`src/rtl/asteroid_scheduler.sv`:
```
// rtl/asteroid_scheduler.sv - asteroid game scheduler: slot spawning, hits, impacts, lives/score FSM
module asteroid_scheduler #(
  parameter int NUM_SLOTS    = 4,
  parameter int SPAWN_PERIOD = 50,
  parameter int START_LIVES  = 3
) (
  input  logic                 clk,
  input  logic                 rst,
  input  logic                 frame_tick,
  input  logic                 fire,
  input  logic                 hit_valid,
  input  logic [2:0]           hit_slot,
  input  logic                 impact_valid,
  input  logic [2:0]           impact_slot,
  output logic [NUM_SLOTS-1:0] slot_active,
  output logic                 spawn_pulse,
  output logic [2:0]           spawn_slot,
  output logic [3:0]           lives,
  output logic [7:0]           score,
  output logic [1:0]           game_state
);

  typedef enum logic [1:0] {IDLE = 2'b00, PLAY = 2'b01, OVER = 2'b10} gameStateT;

  localparam logic [7:0] LAST_TICK = 8'(SPAWN_PERIOD - 1);

  gameStateT state, stateNext;
  logic [NUM_SLOTS-1:0] slotNext, hitMask, impactMask, freeMask;
  logic [2:0] spawnSlotNext;
  logic [3:0] livesNext;
  logic [7:0] scoreNext, spawnTimer, timerNext;
  logic pending, pendingNext, pulseNext, fireQ, fireArmed, fireEdge, spawnDue, freeFound;

  // fireArmed blocks a press that was already held through reset from counting as an edge
  assign fireEdge   = fire & ~fireQ & fireArmed;
  assign spawnDue   = frame_tick && (spawnTimer == LAST_TICK);
  assign game_state = state;

  // Descending scan so the lowest free index is the one left in freeMask
  always_comb begin
    hitMask    = '0;
    impactMask = '0;
    freeMask   = '0;
    freeFound  = 1'b0;
    for (int i = NUM_SLOTS - 1; i >= 0; i--) begin
      if (hit_valid && hit_slot == 3'(i) && slot_active[i]) hitMask[i] = 1'b1;
      if (impact_valid && impact_slot == 3'(i) && slot_active[i]) impactMask[i] = 1'b1;
      if (!slot_active[i]) begin
        freeMask    = '0;
        freeMask[i] = 1'b1;
        freeFound   = 1'b1;
      end
    end
    impactMask = impactMask & ~hitMask;
  end

  always_comb begin
    stateNext     = state;
    slotNext      = slot_active;
    pulseNext     = 1'b0;
    spawnSlotNext = spawn_slot;
    livesNext     = lives;
    scoreNext     = score;
    timerNext     = spawnTimer;
    pendingNext   = pending;
    case (state)
      IDLE: begin
        slotNext = '0;
        if (fireEdge) begin
          stateNext   = PLAY;
          livesNext   = 4'(START_LIVES);
          scoreNext   = 8'd0;
          timerNext   = 8'd0;
          pendingNext = 1'b0;
        end
      end
      PLAY: begin
        slotNext = slot_active & ~hitMask & ~impactMask;
        if (|hitMask && score != 8'hFF) scoreNext = score + 8'd1;
        if (|impactMask) livesNext = lives - 4'd1;
        if (|impactMask && lives == 4'd1) begin
          stateNext   = OVER;
          slotNext    = '0;
          pendingNext = 1'b0;
          timerNext   = 8'd0;
        end else begin
          if (pending) timerNext = 8'd0;
          else if (frame_tick) timerNext = spawnDue ? 8'd0 : spawnTimer + 8'd1;
          // Selection uses pre-clear occupancy; a slot freed now is offered next cycle
          if (pending || spawnDue) begin
            if (freeFound) begin
              slotNext    = slotNext | freeMask;
              pulseNext   = 1'b1;
              pendingNext = 1'b0;
              for (int i = 0; i < NUM_SLOTS; i++)
                if (freeMask[i]) spawnSlotNext = 3'(i);
            end else begin
              pendingNext = 1'b1;
            end
          end
        end
      end
      OVER: begin
        slotNext = '0;
        if (fireEdge) stateNext = IDLE;
      end
      default: begin
        stateNext = IDLE;
        slotNext  = '0;
      end
    endcase
  end

  always_ff @(posedge clk or posedge rst) begin
    if (rst) begin
      state       <= IDLE;
      slot_active <= '0;
      spawn_pulse <= 1'b0;
      spawn_slot  <= 3'd0;
      lives       <= 4'd0;
      score       <= 8'd0;
      spawnTimer  <= 8'd0;
      pending     <= 1'b0;
      fireQ       <= 1'b0;
      fireArmed   <= 1'b0;
    end else begin
      state       <= stateNext;
      slot_active <= slotNext;
      spawn_pulse <= pulseNext;
      spawn_slot  <= spawnSlotNext;
      lives       <= livesNext;
      score       <= scoreNext;
      spawnTimer  <= timerNext;
      pending     <= pendingNext;
      fireQ       <= fire;
      fireArmed   <= fireArmed | ~fire;
    end
  end

endmodule

```
`config.mk`:
```
export PLATFORM = sky130hd
export DESIGN_NAME = asteroid_scheduler
export DESIGN_NICKNAME = d
export VERILOG_FILES = /design/src/rtl/asteroid_scheduler.sv
export SDC_FILE = /design/constraint.sdc
export NUM_CORES = 1
export LEC_CHECK = 0
export CAP_MARGIN = 20
export CORE_MARGIN = 5
export CORE_UTILIZATION = 47
export CTS_CLUSTER_DIAMETER = 200
export CTS_CLUSTER_SIZE = 16
export DETAILED_ROUTE_END_ITERATION = 6
export PLACE_DENSITY = 0.82
export SYNTH_ARGS = -nofsm -noshare
export SYNTH_HDL_FRONTEND = slang
export SYNTH_SLANG_ARGS = --single-unit
```
`constraint.sdc`:
```
create_clock -name clk -period 2.1 [get_ports clk]
set_input_delay 0.42 -clock clk [delete_from_list [all_inputs] [get_ports clk]]
set_output_delay 0.42 -clock clk [all_outputs]
set_load 0.02 [all_outputs]
```
======== Yosys cells after proc, flatten, opt, wreduce, memory -nomap -nowiden ========
Index checks and enable logic that the tools add are counted.
cells by class
  add/sub/neg operators ................... 3
  reductions and logical operators ........ 33
  equal/unequal tests ..................... 18
  bitwise logic cells ..................... 12
  multiplexer cells ....................... 48
operators with widths
  kind                                                              number
  8-bit two-way mux                                                 6
  4-bit two-way mux                                                 10
  8-bit one-hot mux with 2 select lines                             2
  1-bit two-way mux                                                 20
  1-bit logical AND                                                 19
  8-bit by 1-bit adder with 8-bit output (second input constant)    2
  3-bit AND reduction                                               5
  4-bit bitwise AND                                                 3
  3-bit by 2-bit == test with 1-bit output (second input constant)  4
  3-bit two-way mux                                                 4
  2-bit != test (second input constant)                             5
  8-bit by 6-bit == test with 1-bit output (second input constant)  1
  8-bit != test (second input constant)                             1
  4-bit NOT                                                         2
  4-bit one-hot mux with 2 select lines                             1
  4-bit OR reduction                                                2
  3-bit by 1-bit == test with 1-bit output (second input constant)  2
  3-bit zero test                                                   2
  2-bit two-way mux                                                 3
  2-bit one-hot mux with 3 select lines                             1
  5-bit AND reduction                                               1
  4-bit by 1-bit == test with 1-bit output (second input constant)  1
  4-bit != test (second input constant)                             1
  4-bit OR                                                          1
  12 further kinds                                                  15
word-level totals
  register bits after elaboration ......... 33
  logic and storage cells ................. 124

======== Longest topological paths before layout ========
Gate-level depths: netlist of the first run.
  depth after elaboration ................. 13
  mapped depth ............................ 8

======== Least setup slack after synthesis of the first run ========
OpenSTA, ideal clock, no wires.
  path type ............................... register to register
  from .................................... register lives[1]
  to ...................................... register spawnTimer[1]
  path buffers ............................ 1
  required time ........................... 1.975 ns
  library setup time ...................... 0.125 ns
  stages on the path, launching flop included .. 8
  path slack .............................. 0.002 ns
  arrival time ............................ 1.973 ns
  cells stage by stage .................... dfrtp_1 -> inv_1 -> ha_1 -> or3b_2 -> buf_2 -> o21ai_4 -> o31a_1 -> mux2_4
on the way
  word-level cells in the longest chain between the ends .. 4
  elaborated cells between the ends (all ways) .. 6
  classes of those cells .................. eq/ne: 2; mux: 2; reduce/logical: 2
RTL lines
  element                                                                                        line  source
  start: declaration                                                                             18    output logic [3:0] lives,
  start signal: assignment                                                                       131   lives <= livesNext;
  4-bit by 1-bit == test with 1-bit output *                                                     81    if (|impactMask && lives == 4'd1) begin
  1-bit logical AND *                                                                            81
  4-bit != test (no line) / 8-bit two-way mux (equally long branches)                            n/a
  3-bit AND reduction (no line) / 8-bit one-hot mux with 2 select lines (equally long branches)  n/a
  end signal: assignment                                                                         133   spawnTimer <= timerNext;
  end: declaration                                                                               31    logic [7:0] scoreNext, spawnTimer, timerNext;
Mark *: on every way between the ends. The rest lies on a longest branch, timed or not.
A chain may end at the register's enable or synchronous reset.

======== Worst setup path in the final report of the first run ========
  from .................................... input port hit_slot[1]
  to ...................................... register spawnTimer[1]
on the way
  word-level cells in the longest chain between the ends .. 10
  elaborated cells between the ends (all ways) .. 24
  classes of those cells .................. eq/ne: 4; mux: 6; bitwise: 2; reduce/logical: 12
RTL lines
  element                                                                                        line  source
  start: declaration                                                                             12    input logic [2:0] hit_slot,
  3-bit by 1-bit == test with 1-bit output, or another cell as far along                         46    if (hit_valid && hit_slot == 3'(i) && slot_active[i]) hitMask[i] = 1'b1;
  1-bit logical AND (2 in a row)                                                                 46
  1-bit two-way mux                                                                              46
  4-bit NOT *                                                                                    54    impactMask = impactMask & ~hitMask;
  4-bit bitwise AND *                                                                            54
  4-bit OR reduction *                                                                           81
  1-bit logical AND *                                                                            81
  4-bit != test (no line) / 8-bit two-way mux (equally long branches)                            n/a
  3-bit AND reduction (no line) / 8-bit one-hot mux with 2 select lines (equally long branches)  n/a
Marks and branches as above.

==> results of run 1 <==
-- through the flow --
step	hold WS (ns)	setup TNS (ns)
floorplan	0.4266	0
global placement	0.4489	-8.180
detailed placement	0.4897	-9.726
CTS	0.5086	0
global route	0.5400	0
finish	0.4946	0
-- state kept, by name, indices dropped and copies added (netlist names) --
signal       flops
fireArmed        1
spawn_slot       2
fireQ            1
score            8
spawnTimer       8
slot_active      4
spawn_pulse      1
lives            4
pending          1
game_state       2
-- cell type report --
cell class                      count  share of cell area
Inverter                            9             0.01292
Clock inverter                      2             0.01340
Sequential cell                    32              0.3067
Clock buffer                        6             0.02775
Tap cell                           48             0.02297
Timing Repair Buffer               65              0.2139
Multi-Input combinational cell    139              0.4024
-- layer usage --
layer  wire [um]  up-vias  global-route usage
met1        2018      849              0.2409
met2        2490       31              0.3307
li1            -      831                   -
met3         210        5             0.05510
met4          51        0             0.05738
met5           0        -                   0
-- worst paths after layout --
check	endpoint	slack, ns	cells past startpoint
max	spawnTimer[1]	0.12	7
min	fireArmed	0.49	1
max reg2reg	spawnTimer[3]	0.13	7
min reg2reg	fireArmed	0.49	1
max in group asynchronous	game_state[0]	1.27	3
min in group asynchronous	fireArmed	0.52	3
-- cell families after synthesis --
logic type | share of synthesized area
adder cells (fa/ha/maj) | 0.03365
AO/OA/AOI/OAI | 0.2093
flip-flops | 0.4307
other | 0.002017
buffers and inverters | 0.03566
XOR/XNOR | 0.01884
AND/OR/NAND/NOR | 0.2362
multiplexers | 0.03365
-- synth_stat cells (all sizes together), types with 2 or more instances --
| master | instances |
|---|---|
| dfrtp | 32 |
| nor2 | 18 |
| nand2 | 12 |
| inv | 9 |
| o21ai | 8 |
| nand3 | 7 |
| nor3 | 7 |
| a21oi | 6 |
| a211o | 5 |
| and3 | 5 |
| ha | 5 |
| nand4 | 5 |
| buf | 4 |
| nor2b | 4 |
| xor2 | 4 |
| o211ai | 3 |
| o311ai | 3 |
| a2bb2oi | 2 |
| a31oi | 2 |
| a32oi | 2 |
| and3b | 2 |
| mux2 | 2 |
| nand2b | 2 |
| nand3b | 2 |
| nand4bb | 2 |
| nor3b | 2 |
| o31ai | 2 |
| or3b | 2 |
-- power groups by stage --
stage	clock, uW	combinational [uW]	sequential [uW]
after floorplan	0	459	900
after global placement	0	771	863
after detailed placement	0	793	869
after CTS	602	821	865
after global routing	632	898	895
final	590	824	873
-- worst max-delay path: stages --
cell	delay, ns
clkbuf_2	0.09
or4b_4	0.55
a32oi_2	0.20
o22a_4	0.21
o21ai_4	0.07
o31a_1	0.33
mux2_4	0.30
-- what timing repair did --
| item | CTS | global route |
|---|---|---|
| resized for setup | 18 | 11 |
| setup buffers | 2 | 1 |
| setup endpoints to repair | 16 | 13 |
| pin swaps | 7 | 5 |
==> metrics.csv, run 1 <==
stage;metric;value;unit
die;start_util;0.4967;
logic_synthesis;yosysSeqAreaShare;0.4307;
sta;rsz0062_at_grt;false;
cts;cts_buffers;5;
global_route;grt_pass1_vias;1731;
layout;layout_commonest_cell;buf_4;
logic_synthesis;syn-num-nets;202;
layout;final_cell_mix;buf_4, dfrtp_1, clkdlybuf4s50_1, nor2_1, nand2_1;
die;chipWidth;72.90;um
layout;fillers;283;
hold_path;hold_class;reg -> reg;
cts;cts.sinks;32;
die;ios;34;
cts;cts_tree;built;
layout;syn2layout_area_growth;40.65;%
logic_synthesis;syn_avg_cell_area;10.05;um^2
cts;path_clk_slew;0.07;ns
placement;hpwlAfterDp;3293;um
layout;utilization;0.6985;
global_route;grt.total_usage;0.1952;
worst_setup_path;startpoint;hit_slot[1];
logic_synthesis;async_flop_share;1.000;
logic_synthesis;ys_types;64;
route;vias_per_cell;5.701;
cts;clock_path_buffers;2;
global_route;grt_pass1_wl;8010;um
worst_setup_path;required;2.28;ns
layout;finalNonFillerCells;301;
logic_synthesis;yosysWarnings;0;
cts;htreeDepth;2;
hold_path;worstHoldStart;fireArmed;
worst_setup_path;path_max_fanout;4;
sta;finalCriticalPeriod;1.980;ns
logic_synthesis;syn_area;1859;um^2
run_status;status;completed;
worst_setup_path;crit_type;in -> reg;
logic_synthesis;synth_top_cell_by_area;dfrtp_1;
pwr;switching_power;778.3;uW
layout;layout-drive-gt1-share;0.2648;
sta;final_max_slew_viol_count;0;
layout;final_area;2615;um^2
sta;hold_violations;0;
pwr;p_int;1509;uW
sta;min_period_over_period;0.9427;
logic_synthesis;synth_seq_cells;32;
cts;cts_hold_buf;0;
global_route;antenna_found_initial;0;
sta;fin_skew;0.01018;ns
pwr;powerDensity;874.5;nW/um^2
logic_synthesis;synth_flop_cell;dfrtp_1;
layout;regArea;802.0;um^2
placement;port_buffers;32;
worst_setup_path;cp.arrival;2.16;ns
cts;clock_latency;0.29;ns
route;ant_nets;0;
logic_synthesis;synth_top_area_frac;0.4307;
cts;cts.root.buffer_cell;clkbuf_8;
die;coreArea;3744;um^2
pwr;p_seq_frac;0.382;
layout;multi_input_area;1052;um^2
pwr;swShare;0.3403;
flow_run;cap_violations;0;
logic_synthesis;synth_edf_count;0;
layout;diodes;0;
pwr;ir_drop;0.6936;mV
die;rows;22;
global_route;grt_max_degree;33;
logic_synthesis;netlist_instances;185;
worst_setup_path;critPathLaunchType;input port;
pwr;p_leak;0.001142;uW
sta;setup_viol;0;
die;dieArea;5314;um^2
placement;pre_cts_ws;-0.5284;ns
pwr;power.total;2287;uW
placement;place_area;2445;um^2
route;via_count;1716;
route;wl_per_cell;15.85;um
sta;max_freq;505.1;MHz
route;route.detailed.drc;0;
layout;num-nets-final;269;
global_route;gr-total-overflow;0;
pwr;pwr-share-comb;0.360;
route;drt_iter0_markers;91;
logic_synthesis;yosys-top-cells-area;dfrtp_1, nor2_1, ha_1;
worst_setup_path;r2r-start;lives[1];
sta;worst_slack;0.1204;ns
placement;dp.cells;290;
pwr;p_clk_frac;0.258;
route;drt-total-wl;4770;um
worst_setup_path;end_kind;flip-flop;
route;drtPass1Iterations;4;
die;die_height;72.90;um
placement;gp_congestion;0.9169;
Note: power is estimated with default switching activity, not from simulation.
==> inputs of run 2 (changes only) <==
Settings changed: CTS_CLUSTER_DIAMETER 200 to 80.
==> results of run 2 <==
Final layout, timing and power as in run 1 (identical DEF).
